File: config.mk
export PLATFORM = sky130hd
export DESIGN_NAME = cache_mem_arbiter_flat
export DESIGN_NICKNAME = d
export VERILOG_FILES = /design/src/rtl/cache_mem_arbiter_if.sv /design/src/rtl/cache_mem_arbiter.sv /design/src/flat_wrapper.sv
export SDC_FILE = /design/constraint.sdc
export NUM_CORES = 2
export LEC_CHECK = 0
export ABC_AREA = 1
export BUFFER_PORTS_ARGS = -buffer_cell sky130_fd_sc_hd__buf_2
export CORE_AREA = 2 2 534 536
export DETAILED_ROUTE_END_ITERATION = 6
export DIE_AREA = 0 0 536 538
export PLACE_DENSITY = 0.33
export REMOVE_ABC_BUFFERS = 1
export SYNTH_ARGS = -nofsm -noshare
export SYNTH_HDL_FRONTEND = slang
export SYNTH_SLANG_ARGS = --single-unit
File: constraint.sdc
create_clock -name clk -period 1.55 [get_ports clk]
set_input_delay 0.0775 -clock clk [delete_from_list [all_inputs] [get_ports clk]]
set_output_delay 0.0775 -clock clk [all_outputs]
set_load 0.1 [all_outputs]
File: src/rtl/cache_mem_arbiter_if.sv
// Bundle of I-cache, D-cache and memory-side line channels around the arbiter.
// The master modport is the arbiter's view; slave is the caches/memory view.
interface cache_mem_arbiter_if #(
  parameter int ADDR_WIDTH      = 32,
  parameter int CACHE_LINE_SIZE = 256
);
  // I-cache channel
  logic                       i_strobe;
  logic [ADDR_WIDTH-1:0]      i_addr;
  logic                       i_done;
  logic [CACHE_LINE_SIZE-1:0] i_datain;
  // D-cache channel
  logic                       d_strobe;
  logic [ADDR_WIDTH-1:0]      d_addr;
  logic                       d_rw;
  logic [CACHE_LINE_SIZE-1:0] d_dataout;
  logic                       d_done;
  logic [CACHE_LINE_SIZE-1:0] d_datain;
  // Memory master channel
  logic                       m_strobe;
  logic [ADDR_WIDTH-1:0]      m_addr;
  logic                       m_rw;
  logic [CACHE_LINE_SIZE-1:0] m_dataout;
  logic                       m_done;
  logic [CACHE_LINE_SIZE-1:0] m_datain;

  modport master (
    input  i_strobe, i_addr, d_strobe, d_addr, d_rw, d_dataout, m_done, m_datain,
    output i_done, i_datain, d_done, d_datain, m_strobe, m_addr, m_rw, m_dataout
  );

  modport slave (
    output i_strobe, i_addr, d_strobe, d_addr, d_rw, d_dataout, m_done, m_datain,
    input  i_done, i_datain, d_done, d_datain, m_strobe, m_addr, m_rw, m_dataout
  );
endinterface

File: src/rtl/cache_mem_arbiter.sv
// Round-robin arbiter sharing one line-wide memory master between the I-cache
// and D-cache. Requests are latched per port, one memory transaction is in
// flight at a time, and the returned line plus a done pulse go back to the
// port that owned the grant.
module cache_mem_arbiter #(
  parameter int ADDR_WIDTH      = 32,
  parameter int CACHE_LINE_SIZE = 256
) (
  input  logic                 clk,
  input  logic                 rst_n,
  cache_mem_arbiter_if.master  bus,
  output logic                 busy,
  output logic                 grant_d
);

  typedef enum logic [1:0] {IDLE, ISSUE, WAIT, RESP} state_t;

  state_t                     state, state_nxt;
  logic                       grant_nxt;   // grant_d doubles as last_grant

  logic                       i_pend, d_pend;
  logic [ADDR_WIDTH-1:0]      i_addr_q, d_addr_q;
  logic                       d_rw_q;
  logic [CACHE_LINE_SIZE-1:0] d_wline_q;
  logic [CACHE_LINE_SIZE-1:0] i_ret_q, d_ret_q;

  logic i_clr, d_clr, i_take, d_take;

  // Pending is cleared at the end of the granted port's RESP cycle; a strobe
  // in that same cycle is accepted and wins over the clear.
  assign i_clr  = (state == RESP) && !grant_d;
  assign d_clr  = (state == RESP) &&  grant_d;
  assign i_take = bus.i_strobe && (!i_pend || i_clr);
  assign d_take = bus.d_strobe && (!d_pend || d_clr);

  // Request capture for both cache ports.
  always_ff @(posedge clk) begin
    // NOTE: sequential state uses non-blocking assignments so every register
    // samples the pre-edge values of the others, independent of block order.
    if (!rst_n) begin
      i_pend    <= 1'b0;
      d_pend    <= 1'b0;
      i_addr_q  <= '0;
      d_addr_q  <= '0;
      d_rw_q    <= 1'b0;
      d_wline_q <= '0;
    end else begin
      if (i_take) begin
        i_pend   <= 1'b1;
        i_addr_q <= bus.i_addr;
      end else if (i_clr) begin
        i_pend   <= 1'b0;
      end
      if (d_take) begin
        d_pend    <= 1'b1;
        d_addr_q  <= bus.d_addr;
        d_rw_q    <= bus.d_rw;
        d_wline_q <= bus.d_dataout;
      end else if (d_clr) begin
        d_pend    <= 1'b0;
      end
    end
  end

  // State and grant-owner register.
  always_ff @(posedge clk) begin
    if (!rst_n) begin
      state   <= IDLE;
      grant_d <= 1'b0;
    end else begin
      state   <= state_nxt;
      grant_d <= grant_nxt;
    end
  end

  // Next-state and round-robin grant decision.
  always_comb begin
    // NOTE: defaults first, so no path leaves a variable unassigned and no
    // latch is inferred.
    state_nxt = state;
    grant_nxt = grant_d;
    unique case (state)
      IDLE: begin
        if (i_pend || d_pend) begin
          state_nxt = ISSUE;
          grant_nxt = (i_pend && d_pend) ? !grant_d : d_pend;
        end
      end
      ISSUE: state_nxt = WAIT;
      WAIT:  if (bus.m_done) state_nxt = RESP;
      RESP:  state_nxt = IDLE;
      default: state_nxt = IDLE;
    endcase
  end

  // Return-line capture; m_done is only honoured in WAIT, and write-backs
  // leave the D return line untouched.
  always_ff @(posedge clk) begin
    // NOTE: the return lines are visible outputs with a defined reset value,
    // so they are reset even though they are wide.
    if (!rst_n) begin
      i_ret_q <= '0;
      d_ret_q <= '0;
    end else if (state == WAIT && bus.m_done) begin
      if (!grant_d)     i_ret_q <= bus.m_datain;
      else if (!d_rw_q) d_ret_q <= bus.m_datain;
    end
  end

  assign busy          = (state != IDLE);
  assign bus.m_strobe  = (state == ISSUE);
  assign bus.m_addr    = (state == IDLE) ? '0 : (grant_d ? d_addr_q : i_addr_q);
  assign bus.m_rw      = busy && grant_d && d_rw_q;
  assign bus.m_dataout = bus.m_rw ? d_wline_q : '0;
  assign bus.i_done    = (state == RESP) && !grant_d;
  assign bus.d_done    = (state == RESP) &&  grant_d;
  assign bus.i_datain  = i_ret_q;
  assign bus.d_datain  = d_ret_q;

endmodule

File: src/flat_wrapper.sv
// flat-port wrapper written by rule: the top's interface ports become plain ports
module cache_mem_arbiter_flat 
#(
  parameter int ADDR_WIDTH      = 32,
  parameter int CACHE_LINE_SIZE = 256
)
  (clk, rst_n, busy, grant_d, bus_i_strobe, bus_i_addr, bus_d_strobe, bus_d_addr, bus_d_rw, bus_d_dataout, bus_m_done, bus_m_datain, bus_i_done, bus_i_datain, bus_d_done, bus_d_datain, bus_m_strobe, bus_m_addr, bus_m_rw, bus_m_dataout);
  cache_mem_arbiter_if #(.ADDR_WIDTH(ADDR_WIDTH), .CACHE_LINE_SIZE(CACHE_LINE_SIZE)) bus_i ();
  input  logic clk;
  input  logic rst_n;
  output logic busy;
  output logic grant_d;
  input wire logic [$bits(bus_i.i_strobe)-1:0] bus_i_strobe;
  input wire logic [$bits(bus_i.i_addr)-1:0] bus_i_addr;
  input wire logic [$bits(bus_i.d_strobe)-1:0] bus_d_strobe;
  input wire logic [$bits(bus_i.d_addr)-1:0] bus_d_addr;
  input wire logic [$bits(bus_i.d_rw)-1:0] bus_d_rw;
  input wire logic [$bits(bus_i.d_dataout)-1:0] bus_d_dataout;
  input wire logic [$bits(bus_i.m_done)-1:0] bus_m_done;
  input wire logic [$bits(bus_i.m_datain)-1:0] bus_m_datain;
  output wire logic [$bits(bus_i.i_done)-1:0] bus_i_done;
  output wire logic [$bits(bus_i.i_datain)-1:0] bus_i_datain;
  output wire logic [$bits(bus_i.d_done)-1:0] bus_d_done;
  output wire logic [$bits(bus_i.d_datain)-1:0] bus_d_datain;
  output wire logic [$bits(bus_i.m_strobe)-1:0] bus_m_strobe;
  output wire logic [$bits(bus_i.m_addr)-1:0] bus_m_addr;
  output wire logic [$bits(bus_i.m_rw)-1:0] bus_m_rw;
  output wire logic [$bits(bus_i.m_dataout)-1:0] bus_m_dataout;
  assign bus_i.i_strobe = bus_i_strobe;
  assign bus_i.i_addr = bus_i_addr;
  assign bus_i.d_strobe = bus_d_strobe;
  assign bus_i.d_addr = bus_d_addr;
  assign bus_i.d_rw = bus_d_rw;
  assign bus_i.d_dataout = bus_d_dataout;
  assign bus_i.m_done = bus_m_done;
  assign bus_i.m_datain = bus_m_datain;
  assign bus_i_done = bus_i.i_done;
  assign bus_i_datain = bus_i.i_datain;
  assign bus_d_done = bus_i.d_done;
  assign bus_d_datain = bus_i.d_datain;
  assign bus_m_strobe = bus_i.m_strobe;
  assign bus_m_addr = bus_i.m_addr;
  assign bus_m_rw = bus_i.m_rw;
  assign bus_m_dataout = bus_i.m_dataout;
  cache_mem_arbiter #(.ADDR_WIDTH(ADDR_WIDTH), .CACHE_LINE_SIZE(CACHE_LINE_SIZE)) u_core (.clk(clk), .rst_n(rst_n), .bus(bus_i), .busy(busy), .grant_d(grant_d));
endmodule
==> results_dict.tcl <==
set metrics [dict create \
    status "finished, violations left" \
    violations "setup timing" \
    reg2reg_to "u_core.d_wline_q[59]" \
    worstSetupPathType "flop to output port" \
    numCtsBuffers 113 \
    start_kind "flop" \
    min_path_type "input pin to flop" \
    reg2reg_depth 13 \
    syn_avg_cell_area_um2 7.36 \
    critPathLaunch "u_core.state[0]" \
    ant_nets 0 \
    routed_wl_mm 232 \
    gr-total-overflow 0 \
    slew_violations 0 \
    synth.distinct_cells 22 \
    grt_max_degree 83 \
    r2r-start "u_core.state[1]" \
    vias 40400 \
    cp.required_ns 1.47 \
    p_leak_nw 29.4 \
    cp-end-kind "output port" \
    final_common_cell "nor2_1" \
    drtIter0Drc 1776 \
    grt_pass1_wl_mm 317 \
    maxCapViolations 0 \
    die_area_mm2 0.288 \
    cts_max_level 3 \
    tritoncts "done" \
    num_rows 196 \
    grt_usage_pct 15.2 \
    worstMarginPinSlew_ns 0.617 \
    pwr-share-clk_pct 31.1 \
    dp_hpwl_mm 167 \
    ys_ff_latch 838 \
    start_util_pct 12.2 \
    p_sw_share_pct 42.1 \
    regArea_mm2 0.0168 \
    synth_top_area_share_pct 48.6 \
    seqPwrFrac_pct 28.6 \
    fmax_ghz 0.389 \
    internal_power_mw 50.4 \
    setup_ws_ns -1.02 \
    synth_warnings 0 \
    die_w_um 536 \
    insertion_delay_ns 0.82 \
    path_clk_slew_ns 0.06 \
    nNetsFinal 7585 \
    finalClockSkew_ns 0.0322 \
    hold_viol 0 \
    ios 1388 \
    fin_area_mm2 0.0700 \
    power_switching_mw 36.7 \
    fill_cells 30900 \
    place.gp.congestion 0.818 \
    p_per_area_mw_per_mm2 1240 \
    synth_cells 4692 \
    die_y_um 538 \
    synth.largest_area_cell "dfxtp_1" \
    placed_area_mm2 0.0521 \
    wl_per_cell_um 21.4 \
    ys_seq_area_share_pct 48.6 \
    rrSetupSlack_ns -0.50 \
    mostFrequentLayoutCells "nor2_1, buf_2, dfxtp_1" \
    cp-endpoint "bus_m_dataout[223]" \
    core-area_mm2 0.283 \
    hold_depth 4 \
    period_minus_slack_ns 2.57 \
    cp_max_fo 9 \
    antenna_found_initial 70 \
    ir_drop_mv 1.00 \
    fin_hold_ws_ns 0.0698 \
    rsz0062_at_grt "yes" \
    slew_headroom_pct 59.1 \
    multi_input_area_mm2 0.0173 \
    worstPathArrival_ns 2.49 \
    vias_per_cell 3.71 \
    fin_crit_sh_pct 166 \
    area_growth_pct 103 \
    synthTopCellsByArea "dfxtp_1, nor2_1, nand2_1, nand3b_1, a21oi_1" \
    grt_pass1_vias 41600 \
    cts_max_path_buffers 4 \
    drc 0 \
    layout-drive-gt1-share_pct 35.9 \
    root_buffer "clkbuf_16" \
    setup_violations 1628 \
    pwr-share-comb_pct 40.3 \
    cts.sinks 838 \
    portBuffers 1387 \
    syn_area_mm2 0.0345 \
    dr.pass1.iters 5 \
]
registers in the layout, indices dropped and copies added (netlist names):
| register | cells |
|---|---|
| u_core.grant_d | 1 |
| u_core.d_addr_q | 32 |
| u_core.bus.d_datain | 256 |
| u_core.bus.i_datain | 256 |
| u_core.d_pend | 1 |
| u_core.i_addr_q | 32 |
| u_core.i_pend | 1 |
| u_core.state | 2 |
| u_core.d_rw_q | 1 |
| u_core.d_wline_q | 256 |
through the flow:
step                total power [mW]  util, %  setup TNS, ns  cells  worst slack, ns
floorplan                       43.5        -       -9001.05   4311           -10.56
global placement                53.7     18.4        -268.48   9770           -0.360
detailed placement              53.7     18.4        -294.29   9770           -0.394
CTS                             86.9     24.2        -712.81  10800            -1.21
global route                    90.7     24.7        -714.42  10900            -1.13
finish                          87.0     24.7        -544.64  10900            -1.02
area by class of cell:
cell class | instances | area share (%)
repair buffers | 2571 | 37.2
multi-input cells | 3172 | 24.8
clock buffers | 160 | 4.72
diodes | 33 | 0.118
inverters | 301 | 1.69
flip-flops and latches | 838 | 24.1
clock inverters | 44 | 0.655
well taps | 3762 | 6.73
repair inverters | 1 | 0.0286
power by group through the flow:
stage	Sequential, mW	Combinational, mW	Clock [mW]
after global placement	25.2	28.5	0
after global routing	25.1	36.8	28.8
after floorplan	35.7	7.86	0
after CTS	24.8	34.0	28.1
final	24.9	35.0	27.1
after detailed placement	25.2	28.4	0
metal layers:
metal	share of wire, %	GRT usage [%]
met1	38	16.4
met2	51	28.1
met3	8.0	5.09
met4	2.9	4.10
met5	0.013	0
cells in the mapped netlist (all sizes together):
cell and instances:
inv 301, a21oi 326, clkbuf 125, nand2 589
nor3 1, dfxtp 838, o21ai 289, nand3b 256
buf 256, nand3 323, nor2 1383, ha 5
how the worst min path moves through the flow:
stage                  startpoint                  endpoint
2_1_floorplan               rst_n        u_core.i_addr_q[0]
3_3_place_gp    bus_m_datain[153]  u_core.bus.i_datain[153]
3_5_place_dp    bus_m_datain[101]  u_core.bus.i_datain[101]
4_1_cts        bus_d_dataout[177]     u_core.d_wline_q[177]
5_1_grt        bus_d_dataout[108]     u_core.d_wline_q[108]
6_report       bus_d_dataout[108]     u_core.d_wline_q[108]
cells by family (layout without fill, tap and decap cells):
group,after synthesis,in the layout,share of synthesized area [%]
compound gates,615,615,9.26
fa+ha+maj,5,5,0.181
buf+inv,682,3077,8.76
flops,838,838,48.6
other cells,0,33,0
simple gates,2552,2552,33.2
critical path, stage by stage, from the launching register on:
cell,delay [ns]
dfxtp_2,0.34
inv_2,0.05
ha_4,0.16
inv_4,0.07
nand3_4,0.09
buf_12,0.19
buf_12,0.17
buf_12,0.14
nor2_4,0.11
buf_6,0.15
buf_12,0.18
what timing repair did:
item                                     CTS  global route
endpoints found under the setup margin  1608          1638
hold buffers                             730             0
pin swaps                                 31            66
setup buffers                             66            55
gates cloned                              67            21
endpoints found under the hold margin    836             0
resized for setup                        811           239
(Power assumes the default switching activity.)
